--- config.mk ---
export PLATFORM = sky130hd
export DESIGN_NAME = multicycle_control
export DESIGN_NICKNAME = d
export VERILOG_FILES = /design/src/rtl/multicycle_control_pkg.sv /design/src/rtl/multicycle_control_wait_timer.sv /design/src/rtl/multicycle_control.sv
export SDC_FILE = /design/constraint.sdc
export NUM_CORES = 1
export LEC_CHECK = 0
export CORE_ASPECT_RATIO = 1.75
export CORE_MARGIN = 8
export CORE_UTILIZATION = 36
export CTS_BUF_LIST = sky130_fd_sc_hd__clkbuf_16
export CTS_CLUSTER_DIAMETER = 200
export DETAILED_ROUTE_END_ITERATION = 16
export GPL_ROUTABILITY_DRIVEN = 0
export PLACE_DENSITY_LB_ADDON = 0.15
export SLEW_MARGIN = 15
export SYNTH_ARGS = -nofsm -noshare
export SYNTH_HDL_FRONTEND = slang
export SYNTH_SLANG_ARGS = --single-unit
--- constraint.sdc ---
create_clock -name clk_i -period 1.7 [get_ports clk_i]
set_input_delay 0.255 -clock clk_i [delete_from_list [all_inputs] [get_ports clk_i]]
set_output_delay 0.255 -clock clk_i [all_outputs]
set_load 0.01 [all_outputs]
--- src/rtl/multicycle_control_pkg.sv ---
// Shared encodings for the multi-cycle MIPS control FSM: states, opcodes,
// datapath mux selects and the bundled control-strobe struct.
package multicycle_control_pkg;

  typedef enum logic [3:0] {
    S_FETCH  = 4'd0,
    S_DECODE = 4'd1,
    S_MEMADR = 4'd2,
    S_MEMRD  = 4'd3,
    S_MEMWB  = 4'd4,
    S_MEMWR  = 4'd5,
    S_EXEC   = 4'd6,
    S_RWB    = 4'd7,
    S_BRANCH = 4'd8,
    S_JUMP   = 4'd9,
    S_ADDIEX = 4'd10,
    S_ADDIWB = 4'd11
  } state_e;

  localparam logic [5:0] OP_R    = 6'b000000;
  localparam logic [5:0] OP_ADDI = 6'b001000;
  localparam logic [5:0] OP_LW   = 6'b100011;
  localparam logic [5:0] OP_SW   = 6'b101011;
  localparam logic [5:0] OP_BEQ  = 6'b000100;
  localparam logic [5:0] OP_J    = 6'b000010;

  localparam logic [1:0] ALUOP_ADD   = 2'b00;
  localparam logic [1:0] ALUOP_SUB   = 2'b01;
  localparam logic [1:0] ALUOP_FUNCT = 2'b10;

  localparam logic [1:0] SRCB_REGB  = 2'b00;
  localparam logic [1:0] SRCB_FOUR  = 2'b01;
  localparam logic [1:0] SRCB_IMM   = 2'b10;
  localparam logic [1:0] SRCB_IMMSH = 2'b11;

  localparam logic [1:0] PCSRC_ALU    = 2'b00;
  localparam logic [1:0] PCSRC_ALUOUT = 2'b01;
  localparam logic [1:0] PCSRC_JUMP   = 2'b10;

  typedef struct packed {
    logic       pc_write;
    logic       pc_write_cond;
    logic       iord;
    logic       mem_read;
    logic       mem_write;
    logic       ir_write;
    logic       mem_to_reg;
    logic       reg_dst;
    logic       reg_write;
    logic       alu_src_a;
    logic [1:0] alu_src_b;
    logic [1:0] alu_op;
    logic [1:0] pc_source;
  } ctrl_t;

endpackage

--- src/rtl/multicycle_control_wait_timer.sv ---
// Memory-wait watchdog: counts unacknowledged cycles in a wait state and
// raises a sticky timeout when the count reaches WAIT_MAX without an ack.
module mem_wait_timer #(
  parameter int unsigned WAIT_MAX = 255
) (
  input  logic clk_i,
  input  logic rst_i,
  input  logic active_i,
  input  logic ack_i,
  output logic expire_o,
  output logic timeout_o
);

  localparam int unsigned CW = (WAIT_MAX < 2) ? 1 : $clog2(WAIT_MAX + 1);
  localparam logic [CW-1:0] LIMIT = CW'(WAIT_MAX);

  logic [CW-1:0] cnt_q, cnt_d;
  logic          timeout_q, timeout_d;
  logic          expire;

  // Any exit from the wait state (ack, expiry, or not waiting) zeroes the
  // count, so the next wait state is always entered with a clean counter.
  always_comb begin
    expire    = active_i && !ack_i && (cnt_q == LIMIT);
    cnt_d     = '0;
    timeout_d = timeout_q | expire;
    if (active_i && !ack_i && !expire)
      cnt_d = (cnt_q == LIMIT) ? cnt_q : cnt_q + 1'b1;
  end

  always_ff @(posedge clk_i or posedge rst_i) begin
    if (rst_i) begin
      cnt_q     <= '0;
      timeout_q <= 1'b0;
    end else begin
      cnt_q     <= cnt_d;
      timeout_q <= timeout_d;
    end
  end

  assign expire_o  = expire;
  assign timeout_o = timeout_q;

endmodule

--- src/rtl/multicycle_control.sv ---
// Moore control FSM for the shared multi-cycle MIPS datapath (R, addi, lw,
// sw, beq, j) with a memory-acknowledge handshake and wait watchdog.
module multicycle_control
  import multicycle_control_pkg::*;
#(
  parameter int unsigned WAIT_MAX = 255
) (
  input  logic       clk_i,
  input  logic       rst_i,
  input  logic [5:0] Op_i,
  input  logic       MemAck_i,
  output logic       PCWrite_o,
  output logic       PCWriteCond_o,
  output logic       IorD_o,
  output logic       MemRead_o,
  output logic       MemWrite_o,
  output logic       IRWrite_o,
  output logic       MemtoReg_o,
  output logic       RegDst_o,
  output logic       RegWrite_o,
  output logic       ALUSrcA_o,
  output logic [1:0] ALUSrcB_o,
  output logic [1:0] ALUOp_o,
  output logic [1:0] PCSource_o,
  output logic [3:0] State_o,
  output logic       Illegal_o,
  output logic       Timeout_o
);

  state_e     state_q, state_d;
  logic [5:0] op_q, op_d;
  logic       illegal_q, illegal_d;
  logic       wait_st, expire, timeout;
  ctrl_t      ctrl, ctrl_out;

  assign wait_st = (state_q == S_FETCH) || (state_q == S_MEMRD) || (state_q == S_MEMWR);

  mem_wait_timer #(.WAIT_MAX(WAIT_MAX)) u_timer (
    .clk_i    (clk_i),
    .rst_i    (rst_i),
    .active_i (wait_st),
    .ack_i    (MemAck_i),
    .expire_o (expire),
    .timeout_o(timeout)
  );

  always_comb begin
    state_d   = state_q;
    op_d      = op_q;
    illegal_d = 1'b0;
    case (state_q)
      S_FETCH:  if (MemAck_i) state_d = S_DECODE;
      S_DECODE: begin
        op_d = Op_i;
        case (Op_i)
          OP_LW, OP_SW: state_d = S_MEMADR;
          OP_R:         state_d = S_EXEC;
          OP_BEQ:       state_d = S_BRANCH;
          OP_J:         state_d = S_JUMP;
          OP_ADDI:      state_d = S_ADDIEX;
          default: begin
            state_d   = S_FETCH;
            illegal_d = 1'b1;
          end
        endcase
      end
      S_MEMADR: state_d = (op_q == OP_SW) ? S_MEMWR : S_MEMRD;
      S_MEMRD: begin
        if (MemAck_i)    state_d = S_MEMWB;
        else if (expire) state_d = S_FETCH;
      end
      S_MEMWR:  if (MemAck_i || expire) state_d = S_FETCH;
      S_EXEC:   state_d = S_RWB;
      S_ADDIEX: state_d = S_ADDIWB;
      default:  state_d = S_FETCH;
    endcase
  end

  always_comb begin
    ctrl = '0;
    case (state_q)
      S_FETCH: begin
        ctrl.mem_read  = 1'b1;
        ctrl.alu_src_b = SRCB_FOUR;
        ctrl.ir_write  = MemAck_i;
        ctrl.pc_write  = MemAck_i;
      end
      S_DECODE: ctrl.alu_src_b = SRCB_IMMSH;
      S_MEMADR, S_ADDIEX: begin
        ctrl.alu_src_a = 1'b1;
        ctrl.alu_src_b = SRCB_IMM;
      end
      S_MEMRD: begin
        ctrl.mem_read = 1'b1;
        ctrl.iord     = 1'b1;
      end
      S_MEMWB: begin
        ctrl.reg_write  = 1'b1;
        ctrl.mem_to_reg = 1'b1;
      end
      S_MEMWR: begin
        ctrl.mem_write = 1'b1;
        ctrl.iord      = 1'b1;
      end
      S_EXEC: begin
        ctrl.alu_src_a = 1'b1;
        ctrl.alu_op    = ALUOP_FUNCT;
      end
      S_RWB: begin
        ctrl.reg_write = 1'b1;
        ctrl.reg_dst   = 1'b1;
      end
      S_BRANCH: begin
        ctrl.alu_src_a     = 1'b1;
        ctrl.alu_op        = ALUOP_SUB;
        ctrl.pc_write_cond = 1'b1;
        ctrl.pc_source     = PCSRC_ALUOUT;
      end
      S_JUMP: begin
        ctrl.pc_write  = 1'b1;
        ctrl.pc_source = PCSRC_JUMP;
      end
      S_ADDIWB: ctrl.reg_write = 1'b1;
      default:  ctrl = '0;
    endcase
  end

  always_ff @(posedge clk_i or posedge rst_i) begin
    if (rst_i) begin
      state_q   <= S_FETCH;
      op_q      <= OP_R;
      illegal_q <= 1'b0;
    end else begin
      state_q   <= state_d;
      op_q      <= op_d;
      illegal_q <= illegal_d;
    end
  end

  // Gate strobes combinationally so a mid-instruction reset kills any
  // register/memory write in the same cycle rst_i rises.
  assign ctrl_out = rst_i ? '0 : ctrl;

  assign PCWrite_o     = ctrl_out.pc_write;
  assign PCWriteCond_o = ctrl_out.pc_write_cond;
  assign IorD_o        = ctrl_out.iord;
  assign MemRead_o     = ctrl_out.mem_read;
  assign MemWrite_o    = ctrl_out.mem_write;
  assign IRWrite_o     = ctrl_out.ir_write;
  assign MemtoReg_o    = ctrl_out.mem_to_reg;
  assign RegDst_o      = ctrl_out.reg_dst;
  assign RegWrite_o    = ctrl_out.reg_write;
  assign ALUSrcA_o     = ctrl_out.alu_src_a;
  assign ALUSrcB_o     = ctrl_out.alu_src_b;
  assign ALUOp_o       = ctrl_out.alu_op;
  assign PCSource_o    = ctrl_out.pc_source;
  assign State_o       = state_q;
  assign Illegal_o     = illegal_q;
  assign Timeout_o     = timeout;

endmodule

==> qor.yml <==
synthesis:
  ys.flop_type: "dfrtp_1"
  ys_seq_area_share_pct: 39.06
  synth_xor_area_share_pct: 6.836
  synth_top_family_by_area: "simple AND/OR/NAND/NOR gates"
  synthTopCellsByCount: "nand2_1, nor2_1, dfrtp_1"
  ys_seq_elements: 20
  syn_avg_cell_area_sq_um: 8.320
  yosysTopAreaCellShare_pct: 39.06
  synth-compound-area-share_pct: 13.09
  synthTopCellsByArea: "dfrtp_1, nand2_1, nor2_1"
  synthSimpleGateAreaFrac_pct: 33.11
  syn_area_sq_um: 1281
  syn_inst: 154
  synth_mux_area_share_pct: 0.8789
  async_flop_share_pct: 100.0
  ys.warnings.count: 0
  synth.distinct_cells: 42
  yosysMostFrequentCell: "nand2_1"
  yosysTopAreaCell: "dfrtp_1"
  synthAdderAreaFrac_pct: 0.9766
  synthesis.nets: 164
  synth_enable_flop_cells: 0
floorplan:
  ios: 31
  die_h_microns: 94.92
  core_area_sq_um: 3398
  dieWidth_microns: 61.10
  rows: 28
  die_area_sq_um: 5799
  initial_core_util_pct: 37.70
grt:
  grt_max_degree: 19
  grt_pass1_vias: 1491
  grt_pass1_wl_microns: 6748
  track_usage_pct: 15.14
  grt_antenna_before_repair: 0
  overflow: 0
pwr:
  ir_drop_mv: 0.9018
  total_power_w: 0.003361
  power_density_nw_per_um2: 1559
  p_leak_nw: 1.016
worst_setup_path:
  startpoint_type: "flop"
  path_cells: "buf_6 > or4b_4 > buf_4 > nor4_4 > a41o_1 > mux2_2"
  worst_path_dominant_cell_family: "simple AND/OR/NAND/NOR gates"
  crit_slowest_cell: "or4b_4"
  max_stage_delay_ns: 0.58
  cp-end-kind: "flop"
  path_class: "reg -> reg"
  crit_arrival_ns: 2.02
  critical_path_buf_inv_count: 2
  critPathRequiredTime_ns: 1.89
  critPathMaxFanout: 5
clock_tree:
  cts_tree: "built"
  clockBufferDepth: 2
  root_buffer: "clkbuf_16"
  clk_latency_ns: 0.25
  h-tree-depth: 1
  cts_buffers: 3
  cts.sinks: 20
  postCtsHoldBufs: 0
  clk_pin_slew_ns: 0.05
cells_and_area:
  fin_util_pct: 63.44
  fin_nets: 243
  antennaDiodeCount: 0
  layout-drive-gt1-share_pct: 41.81
  area.growth.synth_to_final_pct: 68.26
  stdcell_count: 277
route:
  antenna_left: 0
  dr.pass1.iters: 4
  drt-initial-drc-count: 58
  routedWlPerCell_microns: 15.37
  viasPerCell: 5.242
  drt_wl_total_microns: 4258
  vias: 1452
  drcViolationCount: 0
job:
  cap_violations: 0
timing:
  hold_violations: 0
  slew_viol_final: 0
  fin_crit_ns: 1.828
  setup_violations: 5
  finalWorstSetupSlack_ns: -0.1284
  finClkSkew_ns: 0.002677
  relSlewSlack_pct: 69.40
  period_share_pct: 107.6
  rsz0062_at_grt: "yes"
  fmax_ghz: 0.5469
  worst_slew_pin_slew_ns: 0.4576
outcome:
  violations: "negative setup slack"
  status: "finished with violations"
place:
  dp_cells: 257
  hpwl_microns: 3015
  portBuffers: 30
  pre_cts_slack_ns: -0.4419
worst_hold_path:
  hold_class: "in -> async"
cell usage in the layout, fill, tap and decap left out, types with 3 or more instances in the layout:
cell	n
xnor2_1	4
clkbuf_16	3
and4_1	3
o21ai_0	4
a21oi_1	3
nor3_2	5
dlygate4sd2_1	6
buf_6	5
buf_2	8
buf_4	50
nand2_1	24
nor2_1	21
inv_1	3
nand3_1	7
nor3_1	5
clkdlybuf4s50_1	10
dfrtp_1	16
xor2_1	4
clkbuf_2	4
dfrtp_2	4
path summary, 6_finish.rpt:
| path | start | to | slack, ns | depth (start not counted) |
|---|---|---|---|---|
| worst max-delay path | State_o[2]$_DFFE_PP0P_ | State_o[2]$_DFFE_PP0P_ | -0.13 | 6 |
| worst min-delay path | rst_i | Illegal_o$_DFF_PP0_ | 0.45 | 3 |
| worst max register to register | State_o[2]$_DFFE_PP0P_ | State_o[2]$_DFFE_PP0P_ | -0.13 | 6 |
| worst min register to register | op_q[1]$_DFFE_PP0P_ | op_q[1]$_DFFE_PP0P_ | 0.48 | 2 |
| max in group asynchronous | rst_i | State_o[2]$_DFFE_PP0P_ | 1.04 | 3 |
| min in group clk_i | op_q[1]$_DFFE_PP0P_ | op_q[1]$_DFFE_PP0P_ | 0.48 | 2 |
kinds of logic (layout without fill, tap and decap cells):
kind of cell | count (synthesis) | after routing
multiplexers | 1 | 1
AO/OA/AOI/OAI | 20 | 20
XOR/XNOR | 10 | 10
AND/OR/NAND/NOR | 87 | 87
flip-flops | 20 | 20
adder cells (fa/ha/maj) | 1 | 1
buffers and inverters | 15 | 93
metrics by stage:
step	setup TNS [ns]	hold slack, ns	area (sq um)
floorplan	-0.05118	0.2329	1282
global placement	-4.438	0.4489	1882
detailed placement	-5.172	0.4623	1882
CTS	-0.4420	0.3644	2116
global route	-0.6849	0.4705	2156
finish	-0.2683	0.4463	2156
layer usage:
| layer | part of all wire [%] | vias to the layer above | track usage (%) |
|---|---|---|---|
| met4 | 2.1 | 0 | 4.697 |
| met3 | 4.9 | 8 | 2.861 |
| met5 | 0 | - | 0 |
| met2 | 57 | 41 | 29.74 |
| li1 | - | 688 | - |
| met1 | 36 | 715 | 14.58 |
cell type report:
cell class	instances	area (sq um)
Tap cell	45	56.30
Clock buffer	3	75.07
Inverter	4	15.01
Sequential cell	20	505.5
Multi-Input combinational cell	119	825.8
Fill cell	307	1242
Clock inverter	1	3.754
Timing Repair Buffer	85	674.4
worst register-to-register path: cells and delay by family, from the launching register on:
kind / cells / cell delay, ns
buffers and inverters: 2 / 0.30
muxes: 1 / 0.13
and+or+nand+nor: 2 / 0.78
DFF: 1 / 0.42
AOI/OAI and AO/OA: 1 / 0.14
power breakdown:
part | internal, W | leakage [nW] | switching (W)
sequential | 0.000624 | 0.258 | 0.000125
clock | 0.000313 | 0.0385 | 0.000167
combinational | 0.00116 | 0.720 | 0.000976
total | 0.00209 | 1.02 | 0.00127
registers in the layout (all words and copies together), names as in the netlist:
signal / flops
op_q: 6
u_timer.timeout_o: 1
u_timer.cnt_q: 8
Illegal_o: 1
State_o: 4
timing repair:
item | 4_1_cts | 5_1_grt
gates resized for setup | 75 | 19
setup endpoints to repair | 25 | 31
pin swaps | 5 | 6
buffers inserted | 15 | 2
Note: power is estimated with default switching activity, not from simulation.
